**src/rtl/uart_msg_fifo_if.sv**
```systemverilog
// rtl/uart_msg_fifo_if.sv - write/read/status bundle between the UART receive path and the message FIFO
interface uart_msg_fifo_if #(
    parameter int DATA_WIDTH = 8,
    parameter int DEPTH      = 16
);
    localparam int CW = $clog2(DEPTH) + 1;

    logic                  clear;
    logic                  wr_en;
    logic [DATA_WIDTH-1:0] wr_data;
    logic                  rd_en;
    logic [DATA_WIDTH-1:0] rd_data;
    logic                  rd_valid;
    logic                  full;
    logic                  empty;
    logic [CW-1:0]         count;
    logic                  overflow;
    logic [CW-1:0]         msg_count;
    logic                  msg_ready;

    modport master (
        output clear, wr_en, wr_data, rd_en,
        input  rd_data, rd_valid, full, empty, count, overflow, msg_count, msg_ready
    );

    modport slave (
        input  clear, wr_en, wr_data, rd_en,
        output rd_data, rd_valid, full, empty, count, overflow, msg_count, msg_ready
    );
endinterface

```
**src/rtl/uart_msg_fifo.sv**
```systemverilog
// rtl/uart_msg_fifo.sv - byte FIFO that counts stored TERMINATOR words so a whole message can be consumed at once
module uart_msg_fifo #(
    parameter int                    DATA_WIDTH = 8,
    parameter int                    DEPTH      = 16,
    parameter logic [DATA_WIDTH-1:0] TERMINATOR = DATA_WIDTH'(8'h0D)
) (
    input  logic              clk,
    input  logic              rst,
    uart_msg_fifo_if.slave    bus
);
    localparam int AW = $clog2(DEPTH);
    localparam int CW = AW + 1;

    logic [1:0]            r_rst_sync;
    logic                  w_rst_n;
    logic [DATA_WIDTH-1:0] r_mem [DEPTH];
    logic [AW-1:0]         r_wr_ptr;
    logic [AW-1:0]         r_rd_ptr;
    logic [CW-1:0]         r_count;
    logic [CW-1:0]         r_msg_count;
    logic                  r_overflow;
    logic [DATA_WIDTH-1:0] r_rd_data;
    logic                  r_rd_valid;

    logic                  w_full;
    logic                  w_empty;
    logic                  w_wr_acc;
    logic                  w_rd_acc;
    logic                  w_drop;
    logic                  w_wr_term;
    logic                  w_rd_term;
    logic [DATA_WIDTH-1:0] w_rd_word;
    logic [CW-1:0]         w_count_nxt;
    logic [CW-1:0]         w_msg_nxt;

    // Assertion reaches the state instantly; release is retimed to clk by two flops.
    always_ff @(posedge clk or negedge rst) begin
        if (!rst) r_rst_sync <= 2'b00;
        else      r_rst_sync <= {r_rst_sync[0], 1'b1};
    end
    assign w_rst_n = r_rst_sync[1];

    assign w_full    = (r_count == CW'(DEPTH));
    assign w_empty   = (r_count == '0);
    assign w_rd_word = r_mem[r_rd_ptr];

    // A full FIFO still takes a write when the same cycle frees a slot.
    assign w_wr_acc  = bus.wr_en && !bus.clear && (!w_full || bus.rd_en);
    assign w_rd_acc  = bus.rd_en && !bus.clear && !w_empty;
    assign w_drop    = bus.wr_en && !bus.clear && w_full && !bus.rd_en;
    assign w_wr_term = w_wr_acc && (bus.wr_data == TERMINATOR);
    assign w_rd_term = w_rd_acc && (w_rd_word == TERMINATOR);

    always_comb begin
        w_count_nxt = r_count;
        if (w_wr_acc && !w_rd_acc)      w_count_nxt = r_count + CW'(1);
        else if (!w_wr_acc && w_rd_acc) w_count_nxt = r_count - CW'(1);
    end

    always_comb begin
        w_msg_nxt = r_msg_count;
        if (w_wr_term && !w_rd_term)      w_msg_nxt = r_msg_count + CW'(1);
        else if (!w_wr_term && w_rd_term) w_msg_nxt = r_msg_count - CW'(1);
    end

    always_ff @(posedge clk) begin
        if (w_wr_acc) r_mem[r_wr_ptr] <= bus.wr_data;
    end

    always_ff @(posedge clk or negedge w_rst_n) begin
        if (!w_rst_n) begin
            r_wr_ptr    <= '0;
            r_rd_ptr    <= '0;
            r_count     <= '0;
            r_msg_count <= '0;
            r_overflow  <= 1'b0;
            r_rd_data   <= '0;
            r_rd_valid  <= 1'b0;
        end else if (bus.clear) begin
            r_wr_ptr    <= '0;
            r_rd_ptr    <= '0;
            r_count     <= '0;
            r_msg_count <= '0;
            r_overflow  <= 1'b0;
            r_rd_valid  <= 1'b0;
        end else begin
            r_rd_valid  <= w_rd_acc;
            r_count     <= w_count_nxt;
            r_msg_count <= w_msg_nxt;
            if (w_rd_acc) begin
                r_rd_data <= w_rd_word;
                r_rd_ptr  <= r_rd_ptr + AW'(1);
            end
            if (w_wr_acc) r_wr_ptr <= r_wr_ptr + AW'(1);
            if (w_drop)   r_overflow <= 1'b1;
        end
    end

    assign bus.rd_data   = r_rd_data;
    assign bus.rd_valid  = r_rd_valid;
    assign bus.full      = w_full;
    assign bus.empty     = w_empty;
    assign bus.count     = r_count;
    assign bus.overflow  = r_overflow;
    assign bus.msg_count = r_msg_count;
    assign bus.msg_ready = (r_msg_count != '0);
endmodule
```
**src/flat_wrapper.sv**
```systemverilog
// flat-port wrapper written by rule: the top's interface ports become plain ports
module uart_msg_fifo_flat 
#(
    parameter int                    DATA_WIDTH = 8,
    parameter int                    DEPTH      = 16,
    parameter logic [DATA_WIDTH-1:0] TERMINATOR = DATA_WIDTH'(8'h0D)
)
  (clk, rst, bus_clear, bus_wr_en, bus_wr_data, bus_rd_en, bus_rd_data, bus_rd_valid, bus_full, bus_empty, bus_count, bus_overflow, bus_msg_count, bus_msg_ready);
  uart_msg_fifo_if #(.DATA_WIDTH(DATA_WIDTH), .DEPTH(DEPTH)) bus_i ();
  input  logic clk;
  input  logic rst;
  input wire logic [$bits(bus_i.clear)-1:0] bus_clear;
  input wire logic [$bits(bus_i.wr_en)-1:0] bus_wr_en;
  input wire logic [$bits(bus_i.wr_data)-1:0] bus_wr_data;
  input wire logic [$bits(bus_i.rd_en)-1:0] bus_rd_en;
  output wire logic [$bits(bus_i.rd_data)-1:0] bus_rd_data;
  output wire logic [$bits(bus_i.rd_valid)-1:0] bus_rd_valid;
  output wire logic [$bits(bus_i.full)-1:0] bus_full;
  output wire logic [$bits(bus_i.empty)-1:0] bus_empty;
  output wire logic [$bits(bus_i.count)-1:0] bus_count;
  output wire logic [$bits(bus_i.overflow)-1:0] bus_overflow;
  output wire logic [$bits(bus_i.msg_count)-1:0] bus_msg_count;
  output wire logic [$bits(bus_i.msg_ready)-1:0] bus_msg_ready;
  assign bus_i.clear = bus_clear;
  assign bus_i.wr_en = bus_wr_en;
  assign bus_i.wr_data = bus_wr_data;
  assign bus_i.rd_en = bus_rd_en;
  assign bus_rd_data = bus_i.rd_data;
  assign bus_rd_valid = bus_i.rd_valid;
  assign bus_full = bus_i.full;
  assign bus_empty = bus_i.empty;
  assign bus_count = bus_i.count;
  assign bus_overflow = bus_i.overflow;
  assign bus_msg_count = bus_i.msg_count;
  assign bus_msg_ready = bus_i.msg_ready;
  uart_msg_fifo #(.DATA_WIDTH(DATA_WIDTH), .DEPTH(DEPTH), .TERMINATOR(TERMINATOR)) u_core (.clk(clk), .rst(rst), .bus(bus_i));
endmodule
```
**config.mk**
```make
export PLATFORM = sky130hd
export DESIGN_NAME = uart_msg_fifo_flat
export DESIGN_NICKNAME = d
export VERILOG_FILES = /design/src/rtl/uart_msg_fifo_if.sv /design/src/rtl/uart_msg_fifo.sv /design/src/flat_wrapper.sv
export SDC_FILE = /design/constraint.sdc
export NUM_CORES = 1
export LEC_CHECK = 0
export BUFFER_PORTS_ARGS = -buffer_cell sky130_fd_sc_hd__clkbuf_2
export CORE_ASPECT_RATIO = 1.5
export CORE_MARGIN = 2
export CORE_UTILIZATION = 25
export DETAILED_ROUTE_END_ITERATION = 8
export PLACE_DENSITY = 0.43
export SLEW_MARGIN = 20
export SYNTH_ARGS = -nofsm -noshare
export SYNTH_HDL_FRONTEND = slang
export SYNTH_SLANG_ARGS = --single-unit
```
**constraint.sdc**
```tcl
create_clock -name clk -period 1.4 [get_ports clk]
set_input_delay 0.21 -clock clk [delete_from_list [all_inputs] [get_ports clk]]
set_output_delay 0.21 -clock clk [all_outputs]
set_load 0.02 [all_outputs]
```
==> metrics.md, run 1 <==
| Metric | Value |
|---|---|
| CTS Buf Count | 17 |
| CTS sink cnt | approximately 160 |
| First-pass GRT wire length | 27300 µm |
| Post-Syn Area | 0.00671 mm² |
| Largest net degree at the start of global routing | 29 |
| IO Count | 36 |
| Levels on crit path | 13 |
| Most frequent cells in the layout | 128 x edfxtp_1, 77 x buf_4, 30 x clkbuf_2 |
| Die Height | 205 µm |
| Post-layout util | 36.2% |
| Final wirelength | 18300 µm |
| Power Total | 15.5 mW |
| Post-route cell area | 0.00960 mm² |
| Clock latency on the worst-skew pair | between 0.4 and 0.5 ns |
| Sequential power share | 36.0% |
| Internal Power | 10.9 mW |
| Maximum fanout along the worst path | 4 |
| CTS tree | built |
| WP data required | about 1.7 ns |
| Worst path max stage delay | 0.51 ns |
| Syn Nets | 420 |
| Setup Total Neg Slack | -96.14 ns |
| Die footprint | 0.0282 mm² |
| ANT cells | 0 |
| Dpl ws | -1.83 ns |
| CP arrival | 3.49 ns |
| Initial antenna violation count | 0 |
| Yosys cell types | 47 |
| Tcrit/Tclk final | 227% |
| Flops & latches, synth | about 160 |
| LEAKAGE | 3.56 nW |
| Slew Limit Fails | 0 |
| Syn Area/Cell | about 17 µm² |
| Clk pwr share | 29.9% |
| RSZ-0062 raised after global routing | yes |
| Row count | 73 |
| Minimum clock period | 3.18 ns |
| Clock tree root buffer cell | clkbuf_16 |
| Placed cell area | 0.00825 mm² |
| Critical path cell sequence | buf_12, buf_12, mux4_2, mux4_2, nor3_4, nand4_2, nand2_4, ha_4, a21o_1, a21oi_2, o21ai_0, o21ai_1, o211ai_1 |
| Placed insts | 840 |
| Hold Crit Class | in -> async |
| VDD IR max | around 1.3 mV |
| Fin nets | 587 |
| Yosys warns | 0 |
| Final HPWL DP | 12700 µm |
| Reg-to-reg critical path startpoint | u_core.r_rd_ptr[1]$_DFFE_PN0P_ |
| Finish-stage setup viols | 164 |
| Outcome | finished, violations left |
| Antenna Nets Post-Route | 0 |
| Slew HR | 62.4% |
| Setup crit start | u_core.r_rd_ptr[1]$_DFFE_PN0P_ |
| Vias in the first global route | 4467 |
| DR vias | 4104 |
| Critical Path Source Type | flip-flop |
| Post-synth EDFFs | 128 |
| IO buf count | 35 |
| Reg2reg path depth | 13 |
| Switching Fraction | 29.8% |
| Share of cells above drive strength 1 | 50.9% |
| Delay-heaviest family, CP | multiplexers |
| Final Hold Fails | 0 |
| Final cell count without fillers | 911 |
| Ys flop type | edfxtp_1 |
| Clk slew on worst S/H paths | 0.07 ns |
| P_sw | 4.62 mW |
| Die width | 138 µm |
| Max-Cap Viols | 0 |
| Element type at the critical path end | flip-flop |
| Core area | 0.0265 mm² |
| Critical Setup Path Class | reg -> reg |
| H-tree depth | 4 |
| Cells after synthesis | between 300 and 400 |
| Fmax | 314 MHz |
| GRT Util Overall | 13.9% |
| Worst path buffer plus inverter count | 2 |
| Synth-to-Final Area Change | 43.1% |
| Drt initial violations | 238 |
| Starting Density | between 20 and 30% |
| Worst setup margin | -1.78 ns |
| Post-route DRC | 0 |
| Clock Skew | 0.00825 ns |
| Hold Slack | 0.0983 ns |
| Gate power share | 34.2% |
| Seq/Total Area, Yosys | between 60% and 70% |
| GRT Residual Overflow | 0 |
| Pwr dens | 1610 mW/mm² |
| Worst-case clock buffer depth | 2 |
| Drt pass-1 iters | 4 |
| Slew @ Worst Pin | roughly 0.56 ns |
| WL/cell | roughly 20 µm |
| Vias per cell | roughly 4.5 |
| Final Wtd Congestion | 0.750 |
| Most common cell after layout, fill and taps aside | edfxtp_1 |
| Violated checks | negative setup slack |
| Post-synth ARST share | between 10% and 20% |
| Critical-path top delay cell | mux4_2 |
-- routing by layer --
metal / vias up / track usage, % / share of wire [%]
li1: 1876 / - / -
met1: 2120 / 13.2 / 35
met2: 76 / 27.3 / 59
met3: 32 / 3.02 / 2.9
met4: 0 / 6.60 / 3.0
met5: - / 0 / 0
-- cells in the mapped netlist, types with 5 or more instances --
| cell type | number | area share, % |
|---|---|---|
| nor3_1 | 6 | 0.45 |
| nor2b_1 | 10 | 0.93 |
| dfrtp_1 | 30 | 11 |
| xnor2_1 | 8 | 1.0 |
| nor2_1 | 27 | 1.5 |
| ha_1 | 11 | 2.1 |
| mux4_2 | 18 | 6.0 |
| edfxtp_1 | 128 | 57 |
| mux4_1 | 15 | 5.9 |
| clkbuf_1 | 6 | 0.34 |
| mux2i_1 | 5 | 0.75 |
| inv_1 | 11 | 0.62 |
| nor4_1 | 7 | 0.65 |
| and2_1 | 6 | 0.56 |
| o21ai_0 | 8 | 0.60 |
| nand2_1 | 28 | 1.6 |
| a22o_1 | 5 | 0.65 |
| a21oi_1 | 9 | 0.67 |
-- path summary, 6_finish.rpt --
kind	end	slack, ns
max reg2reg	u_core.bus.msg_count[4]$_DFFE_PN0P_	-1.78
min	u_core.r_rst_sync[1]$_DFF_PN0_	0.1
max	u_core.bus.msg_count[4]$_DFFE_PN0P_	-1.78
min reg2reg	u_core.r_wr_ptr[0]$_DFFE_PN0P_	0.26
min in group clk	u_core.r_rd_ptr[1]$_DFFE_PN0P_	0.20
max in group asynchronous	u_core.r_rd_ptr[0]$_DFFE_PN0P_	0.82
-- cell families (layout without fill, tap and decap cells) --
kind of cell / after synthesis / in the layout / share of synthesized area [%]
xor+xnor: 12 / 12 / 1.57
buf+inv: 26 / 206 / 1.92
simple gates: 103 / 103 / 7.93
fa+ha+maj: 13 / 13 / 2.65
compound gates: 41 / 41 / 4.29
other cells: 1 / 1 / 0.0559
mux: 40 / 40 / 13.1
flops: 158 / 158 / 68.5
-- layout make-up --
| class | instances | area (µm²) |
|---|---|---|
| clock buffer | 17 | 425 |
| clock inverter | 15 | 159 |
| fill | 2506 | 16900 |
| inverter | 11 | 46.3 |
| multi-input combinational | 210 | 2380 |
| sequential | 158 | 4600 |
| tap | 337 | 422 |
| timing repair buffer | 163 | 1570 |
-- power groups by stage --
stage	Combinational, mW	Clock [mW]	Sequential, mW
2_1_floorplan	2.23	0	5.89
3_3_place_gp	4.13	0	5.65
3_5_place_dp	4.17	0	5.66
4_1_cts	5.02	4.74	5.58
5_1_grt	5.68	4.95	5.60
6_report	5.29	4.63	5.57
-- state kept, by name, summed over array words and instances (netlist names) --
register,count
u_core.r_rst_sync,2
u_core.bus.msg_count,5
u_core.r_rd_ptr,4
u_core.bus.rd_valid,1
u_core.bus.count,5
u_core.bus.rd_data,8
u_core.r_mem,128
u_core.bus.overflow,1
u_core.r_wr_ptr,4
-- timing repair --
| action | 4_1_cts | 5_1_grt |
|---|---|---|
| endpoints found under the setup margin | 160 | 164 |
| gates cloned | 0 | 1 |
| gates resized for setup | 81 | 15 |
| hold endpoints to repair | 2 | 0 |
| pin swaps | 33 | 20 |
| hold buffers | 1 | 0 |
| buffers inserted | 31 | 9 |
Note: power is estimated with default switching activity, not from simulation.
==> run 2, diff against run 1 <==
CORE_UTILIZATION = 34   (was 25)
PLACE_DENSITY = 0.53   (was 0.43)
clock period = 4.02 ns   (was 1.4 ns; I/O delays follow)
==> run 2 against run 1 <==
Effect of this change: the flow now finishes without violations; worst hold slack better by 0.17 ns; register-to-register slack improved by 2.2 ns; power is 70% lower; global-route usage increased by 1.1 points; clock skew is 0.0022 ns higher; non-clock buffer count down 105; sequential share of layout area is 9.9 points higher; setup slack better by 2.2 ns; critical endpoint unchanged; largest power group unchanged.
==> metrics.md, run 2 (synthesis results as in run 1) <==
| Metric | Value |
|---|---|
| IO buf count | 35 (unchanged) |
| Clock latency on the worst-skew pair | 0.43 ns (about the same) |
| Most common cell after layout, fill and taps aside | edfxtp_1 |
| Starting Density | 34.9% (+9.5 points) |
| DR vias | 3717 (-9.4%) |
| RSZ-0062 raised after global routing | no |
| Final Hold Fails | 0 (unchanged) |
| Setup Total Neg Slack | 0 ns (+96.14 ns) |
| Post-route DRC | 0 (unchanged) |
| Sequential cell area | 0.00460 mm² (about the same) |
| Power Total | 4.62 mW (-70%) |
| Final wirelength | 15000 µm (-18%) |
| Initial antenna violation count | 0 (unchanged) |
| CTS sink cnt | 158 (unchanged) |
| Hold Slack | 0.269 ns (+0.171 ns) |
| Clk slew on worst S/H paths | 0.07 ns (about the same) |
| Post-route cell area | 0.00795 mm² (-17%) |
| Post-CTS sizing | 0 (-100%) |
| Slew @ Worst Pin | 1.04 ns (+0.480 ns) |
| Element type at the critical path end | flip-flop |
| VDD IR max | 0.269 mV (-80%) |
| CP arrival | 3.90 ns (+0.41 ns) |
| Most frequent cells in the layout | 128 x edfxtp_1, 35 x clkbuf_2, 29 x dfrtp_1, 28 x nand2_1, 27 x nor2_1 |
| Drt pass-1 iters | 6 (+2) |
| Drt initial violations | 317 (+33%) |
| Hold Crit Class | reg -> async |
| Largest net degree at the start of global routing | 29 (unchanged) |
| Slew Limit Fails | 0 (unchanged) |
| Worst setup margin | 0.413 ns (+2.20 ns) |
| CTS Buf Count | 17 (unchanged) |
| Max reg flops | 128 (unchanged) |
| Clock tree root buffer cell | clkbuf_16 |
| Finish-stage setup viols | 0 (-100%) |
| Worst-case clock buffer depth | 2 (unchanged) |
| Dpl ws | 0.439 ns (+2.27 ns) |
| LEAKAGE | 2.88 nW (-19%) |
| Critical Setup Path Class | reg -> reg |
| Core area | 0.0192 mm² (-27%) |
| H-tree depth | 4 (unchanged) |
| Final Wtd Congestion | 0.758 (+1.0%) |
| Fmax | 277 MHz (-12%) |
| CTS tree | built |
| Die Height | 176 µm (-14%) |
| Register with the most flip-flops | u_core.r_mem |
| Placed cell area | 0.00732 mm² (-11%) |
| Vias in the first global route | 3848 (-14%) |
| Critical Path Source Type | flip-flop |
| Antenna Nets Post-Route | 0 (unchanged) |
| Final HPWL DP | 10700 µm (-16%) |
| Die width | 119 µm (-14%) |
| Share of cells above drive strength 1 | 26.0% (-25 points) |
| Max-Cap Viols | 0 (unchanged) |
| Tcrit/Tclk final | 89.7% (-140 points) |
| WP data required | 4.31 ns (+2.60 ns) |
| WL/cell | 20.8 µm (+3.5%) |
| Pwr dens | 581 mW/mm² (-64%) |
| First-pass GRT wire length | 22900 µm (-16%) |
| Slew HR | 30.3% (-32 points) |
| Fin nets | 482 (-18%) |
| Clock Skew | 0.0105 ns (+0.00222 ns) |
| IO Count | 36 (unchanged) |
| Maximum fanout along the worst path | 14 (+10) |
| Filler instances | 1767 (-29%) |
| Vias per cell | 5.13 (+14%) |
| Area of the multi-input gates | 0.00201 mm² (-16%) |
| ANT cells | 0 (unchanged) |
| Row count | 62 (-15%) |
| GRT Residual Overflow | 0 (unchanged) |
| GRT Util Overall | 15.0% (+1.1 points) |
| Outcome | complete, no violations |
| Die footprint | 0.0209 mm² (-26%) |
| Synth-to-Final Area Change | 18.5% |
| Minimum clock period | 3.61 ns (+0.423 ns) |
## run 2: cell types whose count changed in the layout (fill, tap and decap cells not counted), sizes merged
cell / change
clkbuf: +2
clkinvlp: +1
bufinv: -2
inv: +1
buf: -107
## run 2: path summary, 6_finish.rpt
path	startpoint	end	slack, ns	cells after the start
setup / recovery	u_core.r_rd_ptr[2]$_DFFE_PN0P_	u_core.bus.msg_count[4]$_DFFE_PN0P_	0.41	13
hold / removal	u_core.r_rst_sync[1]$_DFF_PN0_	u_core.bus.count[4]$_DFFE_PN0P_	0.27	1
setup reg to reg	u_core.r_rd_ptr[2]$_DFFE_PN0P_	u_core.bus.msg_count[4]$_DFFE_PN0P_	0.41	13
hold reg to reg	u_core.r_rst_sync[1]$_DFF_PN0_	u_core.bus.count[4]$_DFFE_PN0P_	0.27	1
max in group asynchronous	rst	u_core.r_rst_sync[1]$_DFF_PN0_	3.42	2
min in group clk	u_core.r_rst_sync[0]$_DFF_PN0_	u_core.r_rst_sync[1]$_DFF_PN0_	0.36	0
## run 2: area by class of cell
class	instances	share of cell area (%)
well taps	256	4.03
multi-input cells	210	25.3
repair buffers	58	4.56
flip-flops and latches	158	57.8
clock buffers	17	5.35
inverters	11	0.519
clock inverters	15	2.45
## run 2: critical path, stage by stage (launching register included)
cell and delay (ns):
dfrtp_1 0.68, buf_4 0.23, mux4_2 0.29, a22oi_1 0.30
nand3_2 0.14, nor4_4 0.32, nand4_2 0.21, nand2_1 0.22
ha_1 0.29, a21o_1 0.16, a21oi_1 0.23, nor3_1 0.10
mux2i_1 0.20, o211ai_1 0.10
## run 2: power by group
group          internal, mW  total, mW  switching (mW)  leakage [nW]
clock                 0.851       1.62           0.773         0.297
combinational         0.461       1.04           0.578          1.04
sequential             1.86       1.96          0.0957          1.54
total                  3.17       4.62            1.45          2.88
## run 2: routing by layer
layer	track usage (%)	share of wire, %
met2	27.3	55
met3	3.20	3.0
met4	6.70	2.7
met5	0	0
met1	16.7	40
## run 2: what timing repair did
action | in CTS | in global routing
hold buffers | 1 | 0
setup buffers | 0 | 0
setup endpoints to repair | 0 | 0
endpoints found under the hold margin | 2 | 0
## run 2: through the flow
step	cells	utilization [%]
3_5_place_dp	692	38.1
3_3_place_gp	692	38.1
6_report	725	41.3
4_1_cts	725	41.3
5_1_grt	725	41.3
2_1_floorplan	394	-
